## src/rtl/uart_cmd_parser_pkg.sv

```systemverilog
// Shared constants, parser state encoding and hex helpers for the UART
// register-command parser.
package uart_cmd_pkg;

    localparam logic [7:0] ASCII_CR = 8'h0D;
    localparam logic [7:0] ASCII_LF = 8'h0A;
    localparam logic [7:0] ASCII_SP = 8'h20;
    localparam logic [7:0] ASCII_K  = 8'h4B;
    localparam logic [7:0] ASCII_Q  = 8'h3F;
    localparam logic [7:0] ASCII_W  = 8'h57;
    localparam logic [7:0] ASCII_R  = 8'h52;

    typedef enum logic [3:0] {
        ST_IDLE,
        ST_W_ADDR,
        ST_W_DH,
        ST_W_DL,
        ST_W_CR,
        ST_R_ADDR,
        ST_R_CR,
        ST_SKIP,
        ST_RESP
    } state_e;

    // {valid, nibble}; letters share low-nibble layout in both cases
    function automatic logic [4:0] hex2nib(input logic [7:0] c);
        if (c >= 8'h30 && c <= 8'h39)
            return {1'b1, c[3:0]};
        else if ((c >= 8'h41 && c <= 8'h46) || (c >= 8'h61 && c <= 8'h66))
            return {1'b1, c[3:0] + 4'd9};
        else
            return 5'd0;
    endfunction

    function automatic logic [7:0] nib2hex(input logic [3:0] n);
        return (n < 4'd10) ? (8'h30 + {4'h0, n}) : (8'h37 + {4'h0, n});
    endfunction

endpackage

```

## src/rtl/uart_cmd_parser_if.sv

```systemverilog
// Byte-stream handshakes between UART receiver, parser and transmitter.
interface uart_cmd_parser_if;
    logic [7:0] rx_data;
    logic       rx_valid;
    logic       rx_ready;
    logic [7:0] tx_data;
    logic       tx_valid;
    logic       tx_ready;

    modport slave  (input  rx_data, rx_valid, tx_ready,
                    output rx_ready, tx_data, tx_valid);
    modport master (output rx_data, rx_valid, tx_ready,
                    input  rx_ready, tx_data, tx_valid);
endinterface

```

## src/rtl/uart_resp_buf.sv

```systemverilog
// Three-byte response buffer: loaded with 2 or 3 bytes, streams them out
// over valid/ready and flags the final handshake.
module uart_resp_buf (
    input  logic            clk,
    input  logic            rstn,
    input  logic            load,
    input  logic [1:0]      load_cnt,
    input  logic [2:0][7:0] load_data,
    input  logic            tx_ready,
    output logic            tx_valid,
    output logic [7:0]      tx_data,
    output logic            done
);
    logic [2:0][7:0] mem_q;
    logic [1:0]      cnt_q;
    logic [1:0]      idx_q;
    logic            last;

    assign tx_valid = (cnt_q != 2'd0);
    assign tx_data  = mem_q[idx_q];
    assign last     = (idx_q == cnt_q - 2'd1);
    assign done     = tx_valid && tx_ready && last;

    always_ff @(posedge clk or negedge rstn) begin
        if (!rstn) begin
            mem_q <= '0;
            cnt_q <= 2'd0;
            idx_q <= 2'd0;
        end else if (load) begin
            mem_q <= load_data;
            cnt_q <= load_cnt;
            idx_q <= 2'd0;
        end else if (tx_valid && tx_ready) begin
            if (last) begin
                cnt_q <= 2'd0;
                idx_q <= 2'd0;
            end else begin
                idx_q <= idx_q + 2'd1;
            end
        end
    end
endmodule

```

## src/rtl/uart_cmd_parser.sv

```systemverilog
// Line-oriented serial-console register interface: parses W/R commands,
// owns the register file, the inter-byte timeout and the error counter.
module uart_cmd_parser
    import uart_cmd_pkg::*;
#(
    parameter int NREG           = 8,
    parameter int TIMEOUT_CYCLES = 10000000
) (
    input  logic                 clk,
    input  logic                 rstn,
    uart_cmd_parser_if.slave     bus,
    output logic [NREG*8-1:0]    regs_flat,
    output logic [7:0]           err_cnt
);
    localparam int AW = (NREG > 1) ? $clog2(NREG) : 1;
    localparam int TW = $clog2(TIMEOUT_CYCLES);

    state_e          state_q, state_d;
    logic [AW-1:0]   addr_q, addr_d;
    logic [7:0]      data_q, data_d;
    logic [7:0]      regs_q [NREG];
    logic [TW-1:0]   tmo_q;
    logic            alive_q;
    logic            acc, addr_ok, tmo_hit, wr_en, err_inc, ld, resp_done;
    logic [4:0]      hx;
    logic [7:0]      rv, rxb;
    logic [1:0]      ld_cnt;
    logic [2:0][7:0] ld_data;

    // alive_q keeps rx_ready low while reset is held
    assign bus.rx_ready = alive_q && (state_q != ST_RESP);
    assign acc     = bus.rx_valid && bus.rx_ready;
    assign rxb     = bus.rx_data;
    assign hx      = hex2nib(rxb);
    assign addr_ok = hx[4] && (32'(hx[3:0]) < NREG);
    assign rv      = regs_q[addr_q];
    assign tmo_hit = (tmo_q == TW'(TIMEOUT_CYCLES - 1)) && !acc;

    always_comb begin
        state_d = state_q;
        addr_d  = addr_q;
        data_d  = data_q;
        wr_en   = 1'b0;
        err_inc = 1'b0;
        ld      = 1'b0;
        ld_cnt  = 2'd2;
        ld_data = '0;
        if (tmo_hit) begin
            state_d = ST_IDLE;
            err_inc = 1'b1;
        end else if (acc) begin
            unique case (state_q)
                ST_IDLE: begin
                    if (rxb == ASCII_W || rxb == (ASCII_W | 8'h20))      state_d = ST_W_ADDR;
                    else if (rxb == ASCII_R || rxb == (ASCII_R | 8'h20)) state_d = ST_R_ADDR;
                    else if (rxb != ASCII_CR && rxb != ASCII_LF && rxb != ASCII_SP)
                        state_d = ST_SKIP;
                end
                ST_W_ADDR, ST_R_ADDR: begin
                    addr_d  = hx[AW-1:0];
                    state_d = !addr_ok ? ST_SKIP : (state_q == ST_W_ADDR) ? ST_W_DH : ST_R_CR;
                end
                ST_W_DH: begin
                    data_d[7:4] = hx[3:0];
                    state_d     = hx[4] ? ST_W_DL : ST_SKIP;
                end
                ST_W_DL: begin
                    data_d[3:0] = hx[3:0];
                    state_d     = hx[4] ? ST_W_CR : ST_SKIP;
                end
                ST_W_CR: begin
                    state_d = ST_SKIP;
                    if (rxb == ASCII_CR) begin
                        wr_en   = 1'b1;
                        ld      = 1'b1;
                        ld_data = {8'h00, ASCII_LF, ASCII_K};
                        state_d = ST_RESP;
                    end
                end
                ST_R_CR: begin
                    state_d = ST_SKIP;
                    if (rxb == ASCII_CR) begin
                        ld      = 1'b1;
                        ld_cnt  = 2'd3;
                        ld_data = {ASCII_LF, nib2hex(rv[3:0]), nib2hex(rv[7:4])};
                        state_d = ST_RESP;
                    end
                end
                ST_SKIP: begin
                    if (rxb == ASCII_CR) begin
                        ld      = 1'b1;
                        err_inc = 1'b1;
                        ld_data = {8'h00, ASCII_LF, ASCII_Q};
                        state_d = ST_RESP;
                    end
                end
                default: ;
            endcase
        end
        if (state_q == ST_RESP && resp_done)
            state_d = ST_IDLE;
    end

    always_ff @(posedge clk or negedge rstn) begin
        if (!rstn) begin
            state_q <= ST_IDLE;
            addr_q  <= '0;
            data_q  <= '0;
            alive_q <= 1'b0;
        end else begin
            state_q <= state_d;
            addr_q  <= addr_d;
            data_q  <= data_d;
            alive_q <= 1'b1;
        end
    end

    always_ff @(posedge clk or negedge rstn) begin
        if (!rstn)
            tmo_q <= '0;
        else if (acc || tmo_hit || state_q == ST_IDLE || state_q == ST_RESP)
            tmo_q <= '0;
        else
            tmo_q <= tmo_q + 1'b1;
    end

    always_ff @(posedge clk or negedge rstn) begin
        if (!rstn) begin
            err_cnt <= 8'h00;
            for (int i = 0; i < NREG; i++) regs_q[i] <= 8'h00;
        end else begin
            if (err_inc && err_cnt != 8'hFF) err_cnt <= err_cnt + 8'h01;
            if (wr_en) regs_q[addr_q] <= data_q;
        end
    end

    for (genvar i = 0; i < NREG; i++) begin : g_flat
        assign regs_flat[8*i +: 8] = regs_q[i];
    end

    uart_resp_buf u_resp (
        .clk       (clk),
        .rstn      (rstn),
        .load      (ld),
        .load_cnt  (ld_cnt),
        .load_data (ld_data),
        .tx_ready  (bus.tx_ready),
        .tx_valid  (bus.tx_valid),
        .tx_data   (bus.tx_data),
        .done      (resp_done)
    );
endmodule

```

## src/flat_wrapper.sv

```systemverilog
// flat-port wrapper written by rule: the top's interface ports become plain ports
module uart_cmd_parser_flat import uart_cmd_pkg::*;
#(
    parameter int NREG           = 8,
    parameter int TIMEOUT_CYCLES = 10000000
)
  (clk, rstn, regs_flat, err_cnt, bus_rx_data, bus_rx_valid, bus_tx_ready, bus_rx_ready, bus_tx_data, bus_tx_valid);
  uart_cmd_parser_if bus_i ();
  input  logic clk;
  input  logic rstn;
  output logic [NREG*8-1:0] regs_flat;
  output logic [7:0] err_cnt;
  input wire logic [$bits(bus_i.rx_data)-1:0] bus_rx_data;
  input wire logic [$bits(bus_i.rx_valid)-1:0] bus_rx_valid;
  input wire logic [$bits(bus_i.tx_ready)-1:0] bus_tx_ready;
  output wire logic [$bits(bus_i.rx_ready)-1:0] bus_rx_ready;
  output wire logic [$bits(bus_i.tx_data)-1:0] bus_tx_data;
  output wire logic [$bits(bus_i.tx_valid)-1:0] bus_tx_valid;
  assign bus_i.rx_data = bus_rx_data;
  assign bus_i.rx_valid = bus_rx_valid;
  assign bus_i.tx_ready = bus_tx_ready;
  assign bus_rx_ready = bus_i.rx_ready;
  assign bus_tx_data = bus_i.tx_data;
  assign bus_tx_valid = bus_i.tx_valid;
  uart_cmd_parser #(.NREG(NREG), .TIMEOUT_CYCLES(TIMEOUT_CYCLES)) u_core (.clk(clk), .rstn(rstn), .bus(bus_i), .regs_flat(regs_flat), .err_cnt(err_cnt));
endmodule
```

## config.mk

```make
export PLATFORM = sky130hd
export DESIGN_NAME = uart_cmd_parser_flat
export DESIGN_NICKNAME = d
export VERILOG_FILES = /design/src/rtl/uart_cmd_parser_pkg.sv /design/src/rtl/uart_cmd_parser_if.sv /design/src/rtl/uart_resp_buf.sv /design/src/rtl/uart_cmd_parser.sv /design/src/flat_wrapper.sv
export SDC_FILE = /design/constraint.sdc
export NUM_CORES = 1
export LEC_CHECK = 0
export CAP_MARGIN = 20
export CORE_MARGIN = 10
export CORE_UTILIZATION = 30
export CTS_CLUSTER_SIZE = 30
export DETAILED_ROUTE_END_ITERATION = 7
export GPL_ROUTABILITY_DRIVEN = 0
export GPL_TIMING_DRIVEN = 0
export PLACE_DENSITY_LB_ADDON = 0.25
export SLEW_MARGIN = 40
export SYNTH_ARGS = -nofsm -noshare
export SYNTH_HDL_FRONTEND = slang
export SYNTH_SLANG_ARGS = --single-unit
```

## constraint.sdc

```tcl
create_clock -name clk -period 2.5 [get_ports clk]
set_input_delay 0.5 -clock clk [delete_from_list [all_inputs] [get_ports clk]]
set_output_delay 0.5 -clock clk [all_outputs]
set_load 0.01 [all_outputs]
```

==> reports/metrics.csv, run 1 <==
metric,value,unit
Final setup viols,0,
RR Startpoint,u_core.state_q[2],
WL per Instance,18.57,um
via/cell ratio,5.093,
Detailed Route WL,18920,um
Die H,169.8,um
final cell count without fillers,1019,
Routed Antenna Nets,0,
initial antenna violation count,0,
required time worst endpoint,2.80,ns
"area leader, netlist",dfrtp_1,
max-slew violations,0,
worst setup margin,0.07711,ns
clock sink count,131,
CTS Root Cell,clkbuf_16,
Place WS,-0.9738,ns
Worst Setup SP,u_core.state_q[2],
cts hold-fix bufs,0,
Max stage delay on crit path,0.54,ns
ranking of synthesized cells by area,"dfrtp_1 49%, mux2_2 14%, mux4_2 3.3%",
PortBufs,92,
Worst path top cell family by delay,simple AND/OR/NAND/NOR gates,
Syn Nets,619,
Setup TNS,0,ns
crit path time final,2.423,ns
final core utilization,41.39,%
syn_area_per_cell,11.28,um^2
outcome,completed,
"Slowest-stage cell, CP",or4b_4,
Power Dens Cells,702.5,mW/mm^2
Max VDD drop,0.0004762,V
DIE WIDTH,169.8,um
core area,0.02196,mm^2
Max-Cap Viols,0,
Setup Skew,0.01788,ns
first-pass GRT wire length,29900,um
Post-Synthesis Cells,597,
gr usage total,13.09,%
startpoint types,register,
"Seq/Total Area, Yosys",48.67,%
synthesized flop and latch total,131,
placed insts,970,
row cnt,54,
diode count,0,
crit-path max FO,6,
Max Fclk,412.7,MHz
vias post-DR,5190,
Multi-input gate area,0.003497,mm^2
Final Hold Viols,0,
DR pass1 iterations,4,
cell area after layout,0.009089,mm^2
crit path kind,reg2reg,
Synth Flop Type,dfrtp_1,
Total Power,6.385,mW
Leak,3.954,nW
Synth warnings,0,
H-tree depth,4,
# IOs,94,
Max Root-Sink Buffers,2,
Skew-Pair Late Insertion Delay,0.42,ns
Setup crit end kind,register,
relative slew slack,54.24,%
share of post-route cells with drive strength above 1,27.06,%
Final Cycle Share,96.92,%
total CTS buffers,17,
CP bufs+invs,2,
worst hold path class,in2async,
Reg area,0.003282,mm^2
Die ar.,0.02884,mm^2
vias in the first global route,5292,
Post-Syn Area,0.006735,mm^2
GRT overflow,0,
crit-path cells,buf_6 -> or4b_4 -> and3_4 -> nor4_4 -> buf_4 -> nor2_4 -> nor4b_2 -> mux2_1,
Synth top area share,48.67,%
Starting Density,30.67,%
Synth async-reset ratio,100.0,%
CTS tree,done,
area grow syn2layout,34.94,%
worst hold slack,0.004808,ns
Slew @ Worst Pin,0.6808,ns
Post-DP Area,0.008051,mm^2
CP arrival,2.72,ns
RSZ-0062 raised after global routing,yes,
hpwl dp,13680,um
clock slew at reported path FFs,0.07,ns
Layout fillers,2033,
initial drt markers,276,
Netlist cell types,68,
Final #Nets,748,
largest net degree at the start of global routing,76,
Remaining DRCs,0,
Post-synth EDFFs,0,
-- where the power goes --
group,internal [mW],switching [mW]
logic,0.558,0.849
registers,2.25,0.202
clock network,1.44,1.09
total,4.25,2.14
-- cells in the mapped netlist (4+ instances only) --
cell type and instances:
a211oi_1 4, a21oi_1 22, and3_1 4, buf_2 6, clkbuf_1 13, dfrtp_1 131
ha_1 10, inv_1 15, mux2_2 82, mux2i_1 13, mux4_2 10, nand2_1 41
nand2b_1 4, nand3_1 19, nand4_1 12, nor2_1 60, nor2b_1 6, nor3_1 10
nor4_1 5, o21ai_0 18, o22a_1 5, xnor2_1 9, xor2_1 18
-- per-layer routing --
metal | track usage [%] | wire length (um) | up-vias
met5 | 0 | 0 | -
met4 | 3.892 | 191 | 0
met3 | 2.846 | 855 | 11
met2 | 21.59 | 9374 | 101
met1 | 16.85 | 8499 | 2639
li1 | - | - | 2439
-- state kept, by name (all words and copies together), names as in the netlist, 2 cells and up --
| register | flops |
|---|---|
| u_core.addr_q | 3 |
| u_core.data_q | 8 |
| u_core.err_cnt | 8 |
| u_core.regs_flat | 64 |
| u_core.state_q | 4 |
| u_core.tmo_q | 24 |
| u_core.u_resp.cnt_q | 2 |
| u_core.u_resp.idx_q | 2 |
| u_core.u_resp.mem_q | 15 |
-- placed cells by master, fill, tap and decap left out, drive strengths merged, types with 4 or more instances in the layout --
cell type	n
inv	25
ha	10
xor2	18
nand2	41
nor2b	6
buf	31
a211oi	4
mux2	84
clkbuf	27
xnor2	9
mux4	10
nand4	13
clkdlybuf4s50	85
o21ai	19
and3	5
clkinv	4
o22a	5
nor4	8
mux2i	13
dfrtp	131
nand3	19
nand2b	4
nor2	63
nor3	13
a21oi	22
-- timing repair --
action | CTS | global route
buffers inserted | 10 | 11
resized for setup | 35 | 29
pin swaps | 11 | 8
setup endpoints to repair | 99 | 73
cloned | 0 | 0
-- worst reg2reg max path, cell delays in order (launching register included) --
cell and delay, ns:
dfrtp_1 0.37, buf_6 0.13, or4b_4 0.54, and3_4 0.24, nor4_4 0.24, buf_4 0.18
nor2_4 0.05, nor4b_2 0.23, mux2_1 0.34
-- logic make-up after synthesis --
group           synth area share [%]
simple gates                   15.62
fa+ha+maj                      1.858
flops                          48.67
other cells                   0.1115
buf+inv                        2.396
xor+xnor                       3.511
mux                            19.32
compound gates                 8.509
-- final cells by class --
type / instances / area share [%]
Tap cell: 280 / 3.855
Clock buffer: 17 / 4.681
Sequential cell: 131 / 36.11
Clock inverter: 15 / 1.996
Buffer: 18 / 1.390
Timing Repair Buffer: 114 / 12.82
Inverter: 16 / 0.6746
Multi-Input combinational cell: 428 / 38.48
-- worst paths after layout --
check / depth (start not counted) / endpoint / slack [ns]
worst min-delay path: 1 / u_core.regs_flat[19] / 0.005
worst max-delay path: 8 / u_core.err_cnt[6] / 0.08
max in group asynchronous: 2 / u_core.addr_q[0] / 1.75
worst max register to register: 8 / u_core.err_cnt[6] / 0.08
min in group clk: 1 / u_core.u_resp.mem_q[13] / 0.48
worst min register to register: 1 / u_core.u_resp.mem_q[13] / 0.48
Note: power is estimated with default switching activity, not from simulation.
==> inputs of run 2 (changes only) <==
- CAP_MARGIN: 20 -> not set
- clock period: 2.5 -> 2.3 ns (I/O delays scaled with it)
==> run 2 against run 1 <==
Against the previous run:
- critical path depth stayed put
- via count is 3.6% higher
- register-to-register slack worse by 0.06 ns
- cell area is 3.5% higher
- count of clock-buffer cells in the layout stayed put
- global-route usage is 0.52 points higher
- fmax is 6.3% higher
- non-clock buffer count is 25 higher
- power is 11% higher
- critical endpoint is now u_core.u_resp.mem_q[8]
- largest cell class unchanged
==> reports/metrics.csv, run 2 (synthesized netlist as in run 1, its figures left out) <==
metric,value,unit,change
outcome,completed,,
placed insts,970,,unchanged
Routed Antenna Nets,0,,unchanged
PortBufs,92,,unchanged
WL per Instance,18.84,um,+1.4%
core area,0.02196,mm^2,unchanged
hold path start,u_core.u_resp.mem_q[13],,
Die ar.,0.02884,mm^2,unchanged
RSZ-0062 raised after global routing,yes,,
Final Hold Viols,0,,unchanged
CTS Root Cell,clkbuf_16,,
Multi-input gate area,0.003608,mm^2,+3.2%
diode count,0,,unchanged
Setup TNS,0,ns,unchanged
Detailed Route WL,19670,um,+3.9%
relative slew slack,56.08,%,+1.8 points
Max Fclk,438.7,MHz,+6.3%
CTS tree,done,,
Skew-Pair Late Insertion Delay,0.43,ns,about the same
largest net degree at the start of global routing,76,,unchanged
DR pass1 iterations,4,,unchanged
via/cell ratio,5.149,,+1.1%
crit path time final,2.280,ns,-0.1433 ns
Final Cycle Share,99.11,%,+2.2 points
Setup crit end kind,register,,
first-pass GRT wire length,30820,um,+3.1%
worst flop-to-flop path endpoint,u_core.u_resp.mem_q[8],,
worst hold slack,0.4826,ns,+0.4778 ns
Largest register FFs,64,,unchanged
CP most frequent cell,buf_4,,
initial drt markers,368,,+33%
most frequent cells in the layout,"125 x dfrtp_1, 82 x mux2_2, 78 x clkdlybuf4s50_1",,
share of post-route cells with drive strength above 1,32.46,%,+5.4 points
gr usage total,13.61,%,+0.52 points
final core utilization,42.84,%,+1.4 points
RR Startpoint,u_core.addr_q[0],,
Post-DP Area,0.008056,mm^2,about the same
worst hold path endpoint,u_core.u_resp.mem_q[13],,
startpoint types,register,,
Worst path top cell family by delay,multiplexers,,
"commonest non-fill, non-tap cell in the layout",dfrtp_1,,
r2r worst-path depth,8,,unchanged
worst setup margin,0.02042,ns,-0.05669 ns
Starting Density,30.67,%,unchanged
vias in the first global route,5494,,+3.8%
Max Root-Sink Buffers,2,,unchanged
final cell count without fillers,1044,,+2.5%
DIE WIDTH,169.8,um,unchanged
"Slowest-stage cell, CP",mux4_2,,
total CTS buffers,17,,unchanged
max-slew violations,0,,unchanged
crit path kind,reg2reg,,
CP arrival,2.59,ns,-0.13 ns
Max VDD drop,0.0005285,V,+11%
initial antenna violation count,0,,unchanged
worst hold path class,reg2reg,,
Final setup viols,0,,unchanged
Remaining DRCs,0,,unchanged
Total Power,7.103,mW,+11%
area grow syn2layout,39.66,%,
Layout fillers,2026,,-0.34%
Power Dens Cells,755.1,mW/mm^2,+7.5%
clock sink count,131,,unchanged
Leak,4.156,nW,+5.1%
Place WS,-1.132,ns,-0.1578 ns
hpwl dp,13830,um,+1.1%
CP bufs+invs,3,,+1
GRT overflow,0,,unchanged
Setup Skew,0.01168,ns,-0.006198 ns
Die H,169.8,um,unchanged
cell area after layout,0.009407,mm^2,+3.5%
crit-path cells,buf_4 -> clkbuf_16 -> buf_4 -> mux4_2 -> mux2i_4 -> o21ai_2 -> a21boi_0 -> o31ai_2,,
clock slew at reported path FFs,0.07,ns,about the same
H-tree depth,4,,unchanged
r2r setup slk,0.02,ns,-0.06 ns
vias post-DR,5376,,+3.6%
Final #Nets,773,,+3.3%
# IOs,94,,unchanged
required time worst endpoint,2.61,ns,-0.19 ns
Reg area,0.003286,mm^2,+0.11%
row cnt,54,,unchanged
Slew @ Worst Pin,0.6533,ns,-0.02746 ns
Max stage delay on crit path,0.45,ns,-0.09 ns
hold path depth,1,,
Max-Cap Viols,0,,unchanged
crit-path max FO,6,,unchanged
## run 2: cell types whose count changed in the layout (fill, tap and decap cells not counted), moves of 3 or more
| cell | before | now |
|---|---|---|
| buf_4 | 19 | 38 |
| clkdlybuf4s50_1 | 85 | 78 |
| clkbuf_2 | 1 | 7 |
| clkbuf_1 | 7 | 2 |
| buf_6 | 4 | 8 |
| dfrtp_1 | 128 | 125 |
| dfrtp_2 | 3 | 6 |
| dlygate4sd2_1 | 3 | 6 |
## run 2: layer usage
metal	share of wire (%)	up-vias	routed length, um	global-route usage, %
met1	44	2750	8643	17.01
met3	4.6	24	898	3.100
met2	50	110	9789	22.55
met5	0	-	0	0
met4	1.7	0	333	4.922
li1	-	2492	-	-
## run 2: layout make-up
| cell class | instances | share of cell area [%] |
|---|---|---|
| multi-input cells | 428 | 38.36 |
| well taps | 280 | 3.724 |
| flip-flops and latches | 131 | 34.93 |
| clock inverters | 15 | 1.689 |
| plain buffers | 19 | 1.716 |
| repair buffers | 138 | 14.41 |
| clock buffers | 17 | 4.522 |
| inverters | 16 | 0.6518 |
## run 2: worst max path at each step
stage / start / end / slack (ns) / cells past startpoint
6_report: u_core.addr_q[0] / u_core.u_resp.mem_q[8] / 0.02 / 8
5_1_grt: u_core.addr_q[0] / u_core.u_resp.mem_q[2] / -0.06 / 11
4_1_cts: u_core.state_q[2] / u_core.err_cnt[6] / -0.08 / 7
3_5_place_dp: bus_rx_data[1] / u_core.regs_flat[60] / -1.13 / 8
3_3_place_gp: rstn / u_core.regs_flat[49] / -4.40 / 1
2_1_floorplan: u_core.addr_q[0] / u_core.u_resp.mem_q[12] / -0.04 / 10
## run 2: timing repair
action,in CTS,in global routing
resized for setup,70,53
hold endpoints to repair,56,0
pin swaps,20,21
setup buffers,22,21
setup endpoints to repair,129,94
cloned,0,1
hold buffers,1,0
## run 2: power by group
part           switching, mW  internal, mW
clock                   1.22          1.45
combinational           1.01         0.771
sequential             0.206          2.44
